**src/rtl/mem_xfer_fsm.sv**
```systemverilog
// ============================================================================
// Module  : mem_xfer_fsm
// Brief   : LOAD/STORE memory-transfer controller (MAR/MDR + MFC handshake)
//           with WAIT timeout. Optional macro XFER_AUTOINC_EN adds Ri post-inc.
// Revision: 1.0
// ============================================================================
`default_nettype none

module mem_xfer_fsm #(
    parameter int NUM_REGS = 5,
    parameter int SEL_W    = 6,
    parameter int WAIT_MAX = 15,
    parameter int CNT_W    = 8
) (
    input  logic                clk,
    input  logic                reset,
    input  logic                start,
    input  logic                op,
    input  logic [SEL_W-1:0]    Ri,
    input  logic [SEL_W-1:0]    Rj,
`ifdef XFER_AUTOINC_EN
    input  logic                autoinc,
    output logic [NUM_REGS-1:0] reg_inc,
`endif
    input  logic                MFC,
    output logic [NUM_REGS-1:0] reg_read,
    output logic [NUM_REGS-1:0] reg_write,
    output logic                MAR_write,
    output logic                MAR_mem_read,
    output logic                MEM_EN,
    output logic                MEM_RW,
    output logic                MDR_mem_write,
    output logic                MDR_read,
    output logic                MDR_write,
    output logic                MDR_mem_read,
    output logic                busy,
    output logic                done,
    output logic                err
);

    typedef enum logic [3:0] {
        S_IDLE = 4'd0,
        S_ADDR = 4'd1,
        S_DATA = 4'd2,
        S_REQ  = 4'd3,
        S_WAIT = 4'd4,
        S_CAPT = 4'd5,
        S_WB   = 4'd6,
        S_DONE = 4'd7,
        S_ERR  = 4'd8
    } state_t;

    state_t              state_q, state_d;
    logic                op_q, op_d;
    logic [SEL_W-1:0]    ri_q, ri_d;
    logic [SEL_W-1:0]    rj_q, rj_d;
    logic [CNT_W-1:0]    cnt_q, cnt_d;
    logic [NUM_REGS-1:0] ri_oh, rj_oh;
    logic                bad_idx;
    logic                wait_expired;
`ifdef XFER_AUTOINC_EN
    logic                ainc_q, ainc_d;
`endif

    // One-hot decode of the latched selectors; out-of-range indices decode to zero.
    always_comb begin
        ri_oh = '0;
        rj_oh = '0;
        for (int k = 0; k < NUM_REGS; k++) begin
            ri_oh[k] = (int'(ri_q) == k);
            rj_oh[k] = (int'(rj_q) == k);
        end
    end

    assign bad_idx      = (int'(Ri) >= NUM_REGS) || (int'(Rj) >= NUM_REGS);
    assign wait_expired = (WAIT_MAX != 0) && (cnt_q == CNT_W'(WAIT_MAX - 1));

    always_ff @(posedge clk or negedge reset) begin
        if (!reset) begin
            state_q <= S_IDLE;
            op_q    <= 1'b0;
            ri_q    <= '0;
            rj_q    <= '0;
            cnt_q   <= '0;
`ifdef XFER_AUTOINC_EN
            ainc_q  <= 1'b0;
`endif
        end else begin
            state_q <= state_d;
            op_q    <= op_d;
            ri_q    <= ri_d;
            rj_q    <= rj_d;
            cnt_q   <= cnt_d;
`ifdef XFER_AUTOINC_EN
            ainc_q  <= ainc_d;
`endif
        end
    end

    always_comb begin
        state_d = state_q;
        op_d    = op_q;
        ri_d    = ri_q;
        rj_d    = rj_q;
        cnt_d   = cnt_q;
`ifdef XFER_AUTOINC_EN
        ainc_d  = ainc_q;
`endif
        case (state_q)
            S_IDLE: begin
                if (start) begin
                    op_d    = op;
                    ri_d    = Ri;
                    rj_d    = Rj;
`ifdef XFER_AUTOINC_EN
                    ainc_d  = autoinc;
`endif
                    state_d = bad_idx ? S_ERR : S_ADDR;
                end
            end
            S_ADDR:  state_d = op_q ? S_DATA : S_REQ;
            S_DATA:  state_d = S_REQ;
            S_REQ: begin
                cnt_d   = '0;
                state_d = S_WAIT;
            end
            S_WAIT: begin
                // MFC takes priority over a timeout landing on the same cycle.
                if (MFC) begin
                    state_d = op_q ? S_DONE : S_CAPT;
                end else begin
                    cnt_d = cnt_q + 1'b1;
                    if (wait_expired) begin
                        state_d = S_ERR;
                    end
                end
            end
            S_CAPT:  state_d = S_WB;
            S_WB:    state_d = S_DONE;
            S_DONE:  state_d = S_IDLE;
            S_ERR:   state_d = S_IDLE;
            default: state_d = S_IDLE;
        endcase
    end

    always_comb begin
        reg_read      = '0;
        reg_write     = '0;
        MAR_write     = 1'b0;
        MAR_mem_read  = 1'b0;
        MEM_EN        = 1'b0;
        MEM_RW        = 1'b0;
        MDR_mem_write = 1'b0;
        MDR_read      = 1'b0;
        MDR_write     = 1'b0;
        MDR_mem_read  = 1'b0;
        busy          = (state_q != S_IDLE);
        done          = 1'b0;
        err           = 1'b0;
`ifdef XFER_AUTOINC_EN
        reg_inc       = '0;
`endif
        case (state_q)
            S_ADDR: begin
                reg_read  = ri_oh;
                MAR_write = 1'b1;
            end
            S_DATA: begin
                reg_read  = rj_oh;
                MDR_write = 1'b1;
            end
            S_REQ, S_WAIT: begin
                MEM_EN       = 1'b1;
                MAR_mem_read = 1'b1;
                MEM_RW       = ~op_q;
                MDR_mem_read = op_q;
            end
            S_CAPT:  MDR_mem_write = 1'b1;
            S_WB: begin
                MDR_read  = 1'b1;
                reg_write = rj_oh;
            end
            S_DONE: begin
                done = 1'b1;
`ifdef XFER_AUTOINC_EN
                reg_inc = ainc_q ? ri_oh : '0;
`endif
            end
            S_ERR:   err = 1'b1;
            default: ;
        endcase
    end

endmodule

`default_nettype wire

```
**config.mk**
```make
export PLATFORM = sky130hd
export DESIGN_NAME = mem_xfer_fsm
export DESIGN_NICKNAME = d
export VERILOG_FILES = /design/src/rtl/mem_xfer_fsm.sv
export SDC_FILE = /design/constraint.sdc
export NUM_CORES = 1
export LEC_CHECK = 0
export BUFFER_PORTS_ARGS = -buffer_cell sky130_fd_sc_hd__buf_2
export CORE_MARGIN = 1
export CORE_UTILIZATION = 49
export CTS_BUF_LIST = sky130_fd_sc_hd__clkbuf_4 sky130_fd_sc_hd__clkbuf_8
export DETAILED_ROUTE_END_ITERATION = 10
export PLACE_DENSITY = 0.74
export SKIP_LAST_GASP = 1
export SLEW_MARGIN = 20
export SYNTH_ARGS = -nofsm -noshare
export SYNTH_HDL_FRONTEND = slang
export SYNTH_SLANG_ARGS = --single-unit
```
**constraint.sdc**
```tcl
create_clock -name clk -period 1.96 [get_ports clk]
set_input_delay 0.196 -clock clk [delete_from_list [all_inputs] [get_ports clk]]
set_output_delay 0.196 -clock clk [all_outputs]
set_load 0.01 [all_outputs]
```
### Word-level counts from Yosys, hierarchy flattened

Cells that the tools add are included.

* output and inout bits: 21
* bits in latches: 0
* bits in read-only memories: 0
* word-level logic and storage cells: 59
* memories kept: 0
* bits in writable memories: 0
* register bits: 25
* input port bits: 17

* bitwise operators: 1
* add/sub/neg operators: 1
* order comparisons: 2
* reductions and logical operators: 10
* div/mod/pow operators: 0
* eq/ne operators: 20
* mux-type cells: 20
* shift operators: 0
* multipliers: 0

Operators with widths (number)
* $pmux W4 S7: 1
* $eq A6 B3 Y1 const B: 4
* $eq A4 B3 Y1 const B: 4
* $mux W4: 4
* $pmux W8 S2: 1
* $eq A6 B2 Y1 const B: 2
* $eq A6 B4 Y1 const B: 2
* $ge A6 B3 Y1 const B: 2
* $logic_not A6 Y1: 2
* $mux W1: 10
* $pmux W5 S2: 1
* $add A8 B1 Y8 const B: 1
* $eq A4 B2 Y1 const B: 2
* $eq A8 B4 Y1 const B: 1
* $mux W8: 1
* $reduce_and A2 Y1: 3
* $mux W5: 1
* $eq A4 B1 Y1 const B: 1
* $eq A4 B4 Y1 const B: 1
* $logic_not A4 Y1: 1
* $ne A2 B2 Y1 const B: 2
* $reduce_bool A4 Y1: 1
* $ne A3 B3 Y1 const B: 1
* $mux W2: 1
* 4 further kinds: 4

### Longest topological paths before layout

Gate-level depths: netlist of run 1.

* depth after elaboration: 5
* gate-level depth with buffers: 6
* depth with buffers taken out: 6

### Least setup slack after synthesis of run 1

Ideal clock, no wire load.

* path type: register -> output
* from: register state_q[3]
* to: output port reg_read[3]
* buffers on the path: 1
* path slack: -0.098 ns
* cell stages (with the launch flop): 6
* data required time: 1.764 ns
* arrival time: 1.862 ns
* cell sequence: dfrtp_1 -> buf_6 -> or2_4 -> or4_4 -> or4b_4 -> o22ai_1

* longest elaborated chain between the ends: 2
* elaborated cells between the ends (all ways): 3
* those cells by class: 2 x eq/ne; 1 x mux

RTL lines
* start, declared: line 53 `state_t state_q, state_d;`
* start signal, assigned: line 89 `state_q <= state_d;`
* $eq A4 B2 Y1 / $eq A4 B1 Y1 (equally long branches): line 163 `case (state_q)`
* $pmux W5 S2 (*): line 163
* end, declared: line 26 `output logic [NUM_REGS-1:0] reg_read,`

Mark *: on every way between the ends. The rest lies on a longest branch, timed or not.

### Final worst setup path of run 1

* from: register state_q[2]
* to: output port reg_read[1]

Same word-level chain as after synthesis.

==> flow_summary.yaml, run 1 <==
outcome:
  status: "finished, violations left"
  violations: "setup timing"
routing:
  wl_met3_um: 185
  drt_pass1_iterations: 4
  routed_via_density: 5.870
  drt-initial-drc-count: 64
  totalWireLength_mm: 3.605
  wl_per_cell_um: 15.61
  wl_met1_mm: 1.603
  met2_length_mm: 1.782
  drtAntennaViolNets: 0
  drc: 0
  vias: 1356
  routed.top_layer: "met4"
yosys:
  syn_area_sq_um: 1438
  synth_cell_types: 41
  synth-seq-area-share_pct: 43.52
  yosysWarningCount: 0
  syn-num-nets: 171
  synth_seq_cells: 25
  syn_inst: 152
  syn_area_per_cell_sq_um: 9.458
setup_path:
  r2r_end: "cnt_q[7]"
  critPathKind: "flop to output port"
  cp_max_fo: 3
  reg2reg_from: "state_q[1]"
  start_kind: "flop"
  crit_required_ns: 1.76
  startpoint: "state_q[2]"
  r2r_setup_slack_ns: 0.12
  rr_worst_depth: 5
  crit_path_end_kind: "output port"
  arrival_ns: 2.25
global_route:
  grt_pass1_vias: 1321
  globalRouteTotalUtil_pct: 23.38
  grt_max_degree: 26
  overflow: 0
  grt_pass1_wl_mm: 5.816
  antenna_found_initial: 0
timing:
  fmax_ghz: 0.4087
  finalHoldViolCount: 0
  relSlewSlack_pct: 61.94
  slew_violations: 0
  timing.final.ws_setup_ns: -0.4867
  rsz0062_at_grt: "true"
  worstMarginPinSlew_ns: 0.5709
  min_period_ns: 2.447
  finalCritPeriodShare_pct: 124.8
  final.setup_skew_ns: 0.008334
  setup_viol: 5
  hold_ws_ns: 0.1230
pwr:
  pwr_density_cell_nw_per_um2: 1258
  leakage_nw: 0.8496
  peakVddDrop_mv: 0.7895
hold_path:
  hold_class: "primary input to flop"
  min_to: "ri_q[5]"
  min_from: "Ri[5]"
  whs_path_depth: 2
floorplanning:
  ios: 38
  die_w_um: 56.17
  die_area_sq_um: 3155
  rows: 19
  start_util_pct: 52.13
  coreArea_sq_um: 2758
  die_y_um: 56.17
placed_design:
  io_buffers: 37
  hpwl_mm: 2.572
  dp_slack_ns: -0.1049
  place_congestion: 0.9047
run:
  maxCapViolations: 0
finish:
  num_antenna_cells: 0
  register_area_sq_um: 625.6
  nFillCells: 217
  layout.nets: 220
  final_layout_size_suffix_gt1_share_pct: 42.00
  area_delta_synth_final_pct: 27.42
  finish.utilization_pct: 66.42
  multi_input_area_sq_um: 809.5
clocking:
  cts_sinks: 25
  cts_inserted_buffers: 3
  htreeDepth: 1
  clk_latency_ns: 0.31
  cts_root_buf: "clkbuf_4"
  clk_pin_slew_ns: 0.14
  clockBufferDepth: 2
  cts_tree: "done"
-- synth_stat cells, drive strengths merged --
master | instances | area [sq um]
nor4 | 3 | 18.77
nand2b | 4 | 25.02
xor2 | 1 | 8.760
inv | 8 | 30.03
a21oi | 5 | 25.02
o221a | 1 | 11.26
or4 | 2 | 18.77
and3 | 1 | 6.260
dfrtp | 25 | 625.6
o211ai | 2 | 15.01
nand4 | 2 | 12.51
or2 | 3 | 21.28
clkbuf | 4 | 15.01
a21o | 2 | 15.01
or4b | 1 | 13.76
nand3 | 4 | 20.02
o32a | 1 | 10.01
buf | 3 | 22.52
a211oi | 1 | 7.510
or3 | 6 | 37.54
nand2 | 12 | 45.04
nor4b | 2 | 17.52
ha | 2 | 25.02
o21ai | 11 | 55.05
and3b | 1 | 8.760
mux2 | 13 | 146.4
nor3 | 7 | 35.03
nand4b | 1 | 8.760
o21bai | 1 | 7.510
nor2 | 14 | 52.55
and4 | 1 | 8.760
o22ai | 2 | 18.77
o32ai | 3 | 26.28
mux2i | 1 | 10.01
and2 | 2 | 12.51
-- worst max path at each step --
stage                  end  slack, ns
2_1_floorplan  reg_read[0]      -0.07
3_3_place_gp   reg_read[1]      -0.08
3_5_place_dp   reg_read[1]      -0.10
4_1_cts        reg_read[1]      -0.47
5_1_grt        reg_read[1]      -0.55
6_report       reg_read[1]      -0.49
-- cells in the final DEF (no fill, tap or decap), types with 3 or more instances in the layout --
cell type  count
nand3_1        4
buf_4         11
nor3_1         6
nand2_1       11
nor2_1        12
a21oi_1        5
dfrtp_1       25
inv_1          7
clkbuf_4       3
buf_2         37
or3_1          6
o21ai_0       11
mux2_2        13
-- per-layer routing --
layer	up-vias	GRT usage [%]
li1	649	-
met1	649	31.12
met2	54	38.44
met3	4	3.023
met4	0	9.756
met5	-	0
-- metrics by stage --
step	instances	area, sq um	TNS, ns	power, mW
5_1_grt	231	1832	-2.292	2.472
4_1_cts	227	1763	-1.763	2.199
3_5_place_dp	220	1690	-0.1905	1.933
2_1_floorplan	152	1451	-0.2567	1.609
6_report	231	1832	-1.991	2.304
3_3_place_gp	220	1690	-0.1155	1.872
-- kinds of logic (layout without fill, tap and decap cells) --
| family | after synthesis | after routing | synth area share (%) |
|---|---|---|---|
| adder cells (fa/ha/maj) | 2 | 2 | 1.740 |
| multiplexers | 14 | 14 | 10.88 |
| AND/OR/NAND/NOR | 66 | 66 | 25.24 |
| AO/OA/AOI/OAI | 29 | 29 | 13.32 |
| buffers and inverters | 15 | 63 | 4.699 |
| XOR/XNOR | 1 | 1 | 0.6093 |
| flip-flops | 25 | 25 | 43.52 |
-- flip-flops by register name, indices dropped and copies added (netlist names) --
signal   count
ri_q         6
rj_q         6
op_q         1
cnt_q        8
state_q      4
-- cell type report --
cell class / instances / area share, %
sequential: 25 / 34.15
multi-input combinational: 112 / 44.19
clock buffer: 3 / 1.230
timing repair buffer: 51 / 16.39
inverter: 8 / 1.639
tap: 31 / 2.117
clock inverter: 1 / 0.2732
-- critical path, stage by stage (launching register included) --
cell and delay (ns):
dfrtp_1 0.41, or2_4 0.25, or4_4 0.44, or4b_4 0.53, o22ai_4 0.15, buf_2 0.15
-- where the power goes --
group,total (mW),switching (mW),leakage [nW],internal (mW)
clock,0.223,0.147,0.0177,0.0762
combinational,1.09,0.545,0.519,0.541
sequential,0.994,0.253,0.313,0.741
total,2.30,0.946,0.850,1.36
-- repair_timing --
| item | in CTS | in global routing |
|---|---|---|
| setup buffers | 2 | 5 |
| hold endpoints to repair | 25 | 0 |
| setup endpoints to repair | 9 | 10 |
| cloned | 0 | 0 |
| hold buffers | 1 | 0 |
| gates resized for setup | 5 | 10 |
| pin swaps | 2 | 2 |
(Power assumes the default switching activity.)
==> run 2: changes to the inputs <==
--- a/config.mk
+++ b/config.mk
@@ -10,6 +10,7 @@
 export CORE_UTILIZATION = 49
 export CTS_BUF_LIST = sky130_fd_sc_hd__clkbuf_4 sky130_fd_sc_hd__clkbuf_8
 export DETAILED_ROUTE_END_ITERATION = 10
+export HOLD_SLACK_MARGIN = 0.15
 export PLACE_DENSITY = 0.74
 export SKIP_LAST_GASP = 1
 export SLEW_MARGIN = 20
==> run 2 against run 1 <==
Net effect: flip-flop and latch count did not move; core utilization rose by 5.3 points; largest cell class unchanged; via count rose by 4.4%; sequential share of layout area fell by 2.5 points; critical path type unchanged; the flow still finishes with violations (setup timing); clock skew fell by 0.0051 ns; critical endpoint unchanged; worst hold slack improved by 0.11 ns; worst setup slack improved by 0.0023 ns; clock-buffer cell count did not move; clock power rose by 2%; fmax barely moved; first-iteration DRC count rose by 20%; non-clock buffer count rose by 14.
==> flow_summary.yaml, run 2 (same netlist as run 1, synthesis figures left out) <==
routing:
  drt-initial-drc-count: 77
  drt_pass1_iterations: 4
  wl_per_cell_um: 15.82
  drc: 0
  routed_via_density: 5.780
  totalWireLength_mm: 3.877
  drtAntennaViolNets: 0
  vias: 1416
pwr:
  pwr_density_cell_nw_per_um2: 1186
  peakVddDrop_mv: 0.8182
  leakage_nw: 0.9090
  p_total_mw: 2.344
placed_design:
  dp_slack_ns: -0.1049
  place_congestion: 0.9047
  io_buffers: 37
  hpwl_mm: 2.572
clocking:
  htreeDepth: 1
  cts_root_buf: "clkbuf_4"
  clk_pin_slew_ns: 0.13
  cts_tree: "done"
  cts_sinks: 25
  clk_latency_ns: 0.31
  cts_inserted_buffers: 3
  clockBufferDepth: 2
floorplanning:
  die_w_um: 56.17
  ios: 38
  start_util_pct: 52.13
  die_y_um: 56.17
  die_area_sq_um: 3155
  rows: 19
  coreArea_sq_um: 2758
timing:
  fmax_ghz: 0.4091
  min_period_ns: 2.444
  final.setup_skew_ns: 0.003212
  finalCritPeriodShare_pct: 124.7
  rsz0062_at_grt: "true"
  timing.final.ws_setup_ns: -0.4844
  relSlewSlack_pct: 61.95
  worstMarginPinSlew_ns: 0.5708
  finalHoldViolCount: 0
  fin_setup_tns_ns: -1.983
  hold_ws_ns: 0.2298
  slew_violations: 0
  setup_viol: 5
outcome:
  status: "finished, violations left"
  violations: "setup timing"
finish:
  layout_common_cells: "buf_2 (37), dfrtp_1 (25), dlygate4sd3_1 (14)"
  layout_commonest_cell: "buf_2"
  nFillCells: 192
  largest_register_ffs: 8
  area_delta_synth_final_pct: 37.51
  top_register: "cnt_q"
  final_layout_size_suffix_gt1_share_pct: 40.65
  num_antenna_cells: 0
  reg.largest.list: "cnt_q x8, ri_q x6, rj_q x6"
  layout.nets: 234
setup_path:
  start_kind: "flop"
  crit_family: "simple AND/OR/NAND/NOR gates"
  crit_path_max_incr_delay_ns: 0.53
  cp_max_fo: 3
  arrival_ns: 2.25
  crit_required_ns: 1.76
  path_cells: "nand2b_1 -> or4_4 -> or4b_4 -> o22ai_4 -> buf_2"
  crit_path_end_kind: "output port"
  critPathKind: "flop to output port"
  path_buf_inv: 1
  cp_slowest_cell: "or4b_4"
run:
  maxCapViolations: 0
global_route:
  overflow: 0
  grt_max_degree: 26
  globalRouteTotalUtil_pct: 24.95
  antenna_found_initial: 0
  grt_pass1_wl_mm: 6.182
  grt_pass1_vias: 1400
hold_path:
  hold_class: "primary input to flop"
run 2: changes by cell type in the layout (fill, tap and decap cells not counted):
cell           before  now
nor3_2              1    2
dlygate4sd3_1       1   14
nand2_1            11   10
nor3_1              6    5
buf_4              11   12
nand2_2             1    2
run 2: path summary, 6_finish.rpt:
path / cells past startpoint / slack, ns / start / end
max in group asynchronous: 2 / 1.19 / reset / rj_q[2]
worst max-delay path: 5 / -0.48 / state_q[1] / reg_read[1]
worst min register to register: 1 / 0.54 / ri_q[5] / ri_q[5]
worst min-delay path: 3 / 0.23 / MFC / state_q[1]
worst max register to register: 5 / 0.11 / state_q[1] / cnt_q[7]
min in group asynchronous: 2 / 0.39 / reset / ri_q[2]
run 2: layout make-up:
type	instances	area, sq um	share of cell area (%)
Sequential cell	25	625.6	31.65
Clock buffer	3	22.52	1.139
Inverter	8	30.03	1.519
Multi-Input combinational cell	112	817.0	41.33
Timing Repair Buffer	65	437.9	22.15
Tap cell	31	38.79	1.962
Clock inverter	1	5.005	0.2532
run 2: where the power goes:
group	internal, mW	total (mW)	leakage, nW	switching [mW]
combinational	0.564	1.11	0.578	0.551
clock	0.0762	0.228	0.0177	0.152
sequential	0.740	1.00	0.313	0.260
run 2: metrics by stage:
step,instance area (sq um),cells,util (%)
6_report,1977,245,71.69
3_5_place_dp,1690,220,61.30
4_1_cts,1893,240,68.65
5_1_grt,1977,245,71.69
2_1_floorplan,1451,152,-
3_3_place_gp,1690,220,61.30
run 2: per-layer routing:
metal  part of all wire [%]  GRT usage [%]  vias to the layer above
met5                      0              0                        -
met4                   0.83          8.711                        0
met3                    5.7          2.791                        4
met2                     51          43.54                       64
met1                     43          31.98                      672
li1                       -              -                      676
run 2: timing repair:
item,in CTS,in global routing
setup endpoints to repair,9,10
pin swaps,2,2
gates resized for setup,5,12
setup buffers,2,6
endpoints found under the hold margin,38,0
hold buffers,14,0
run 2: worst reg2reg max path, stage by stage (launching register included):
cell     delay, ns
dfrtp_1       0.42
buf_4         0.18
or3_1         0.40
or2_1         0.33
or3_1         0.37
o21ai_0       0.08
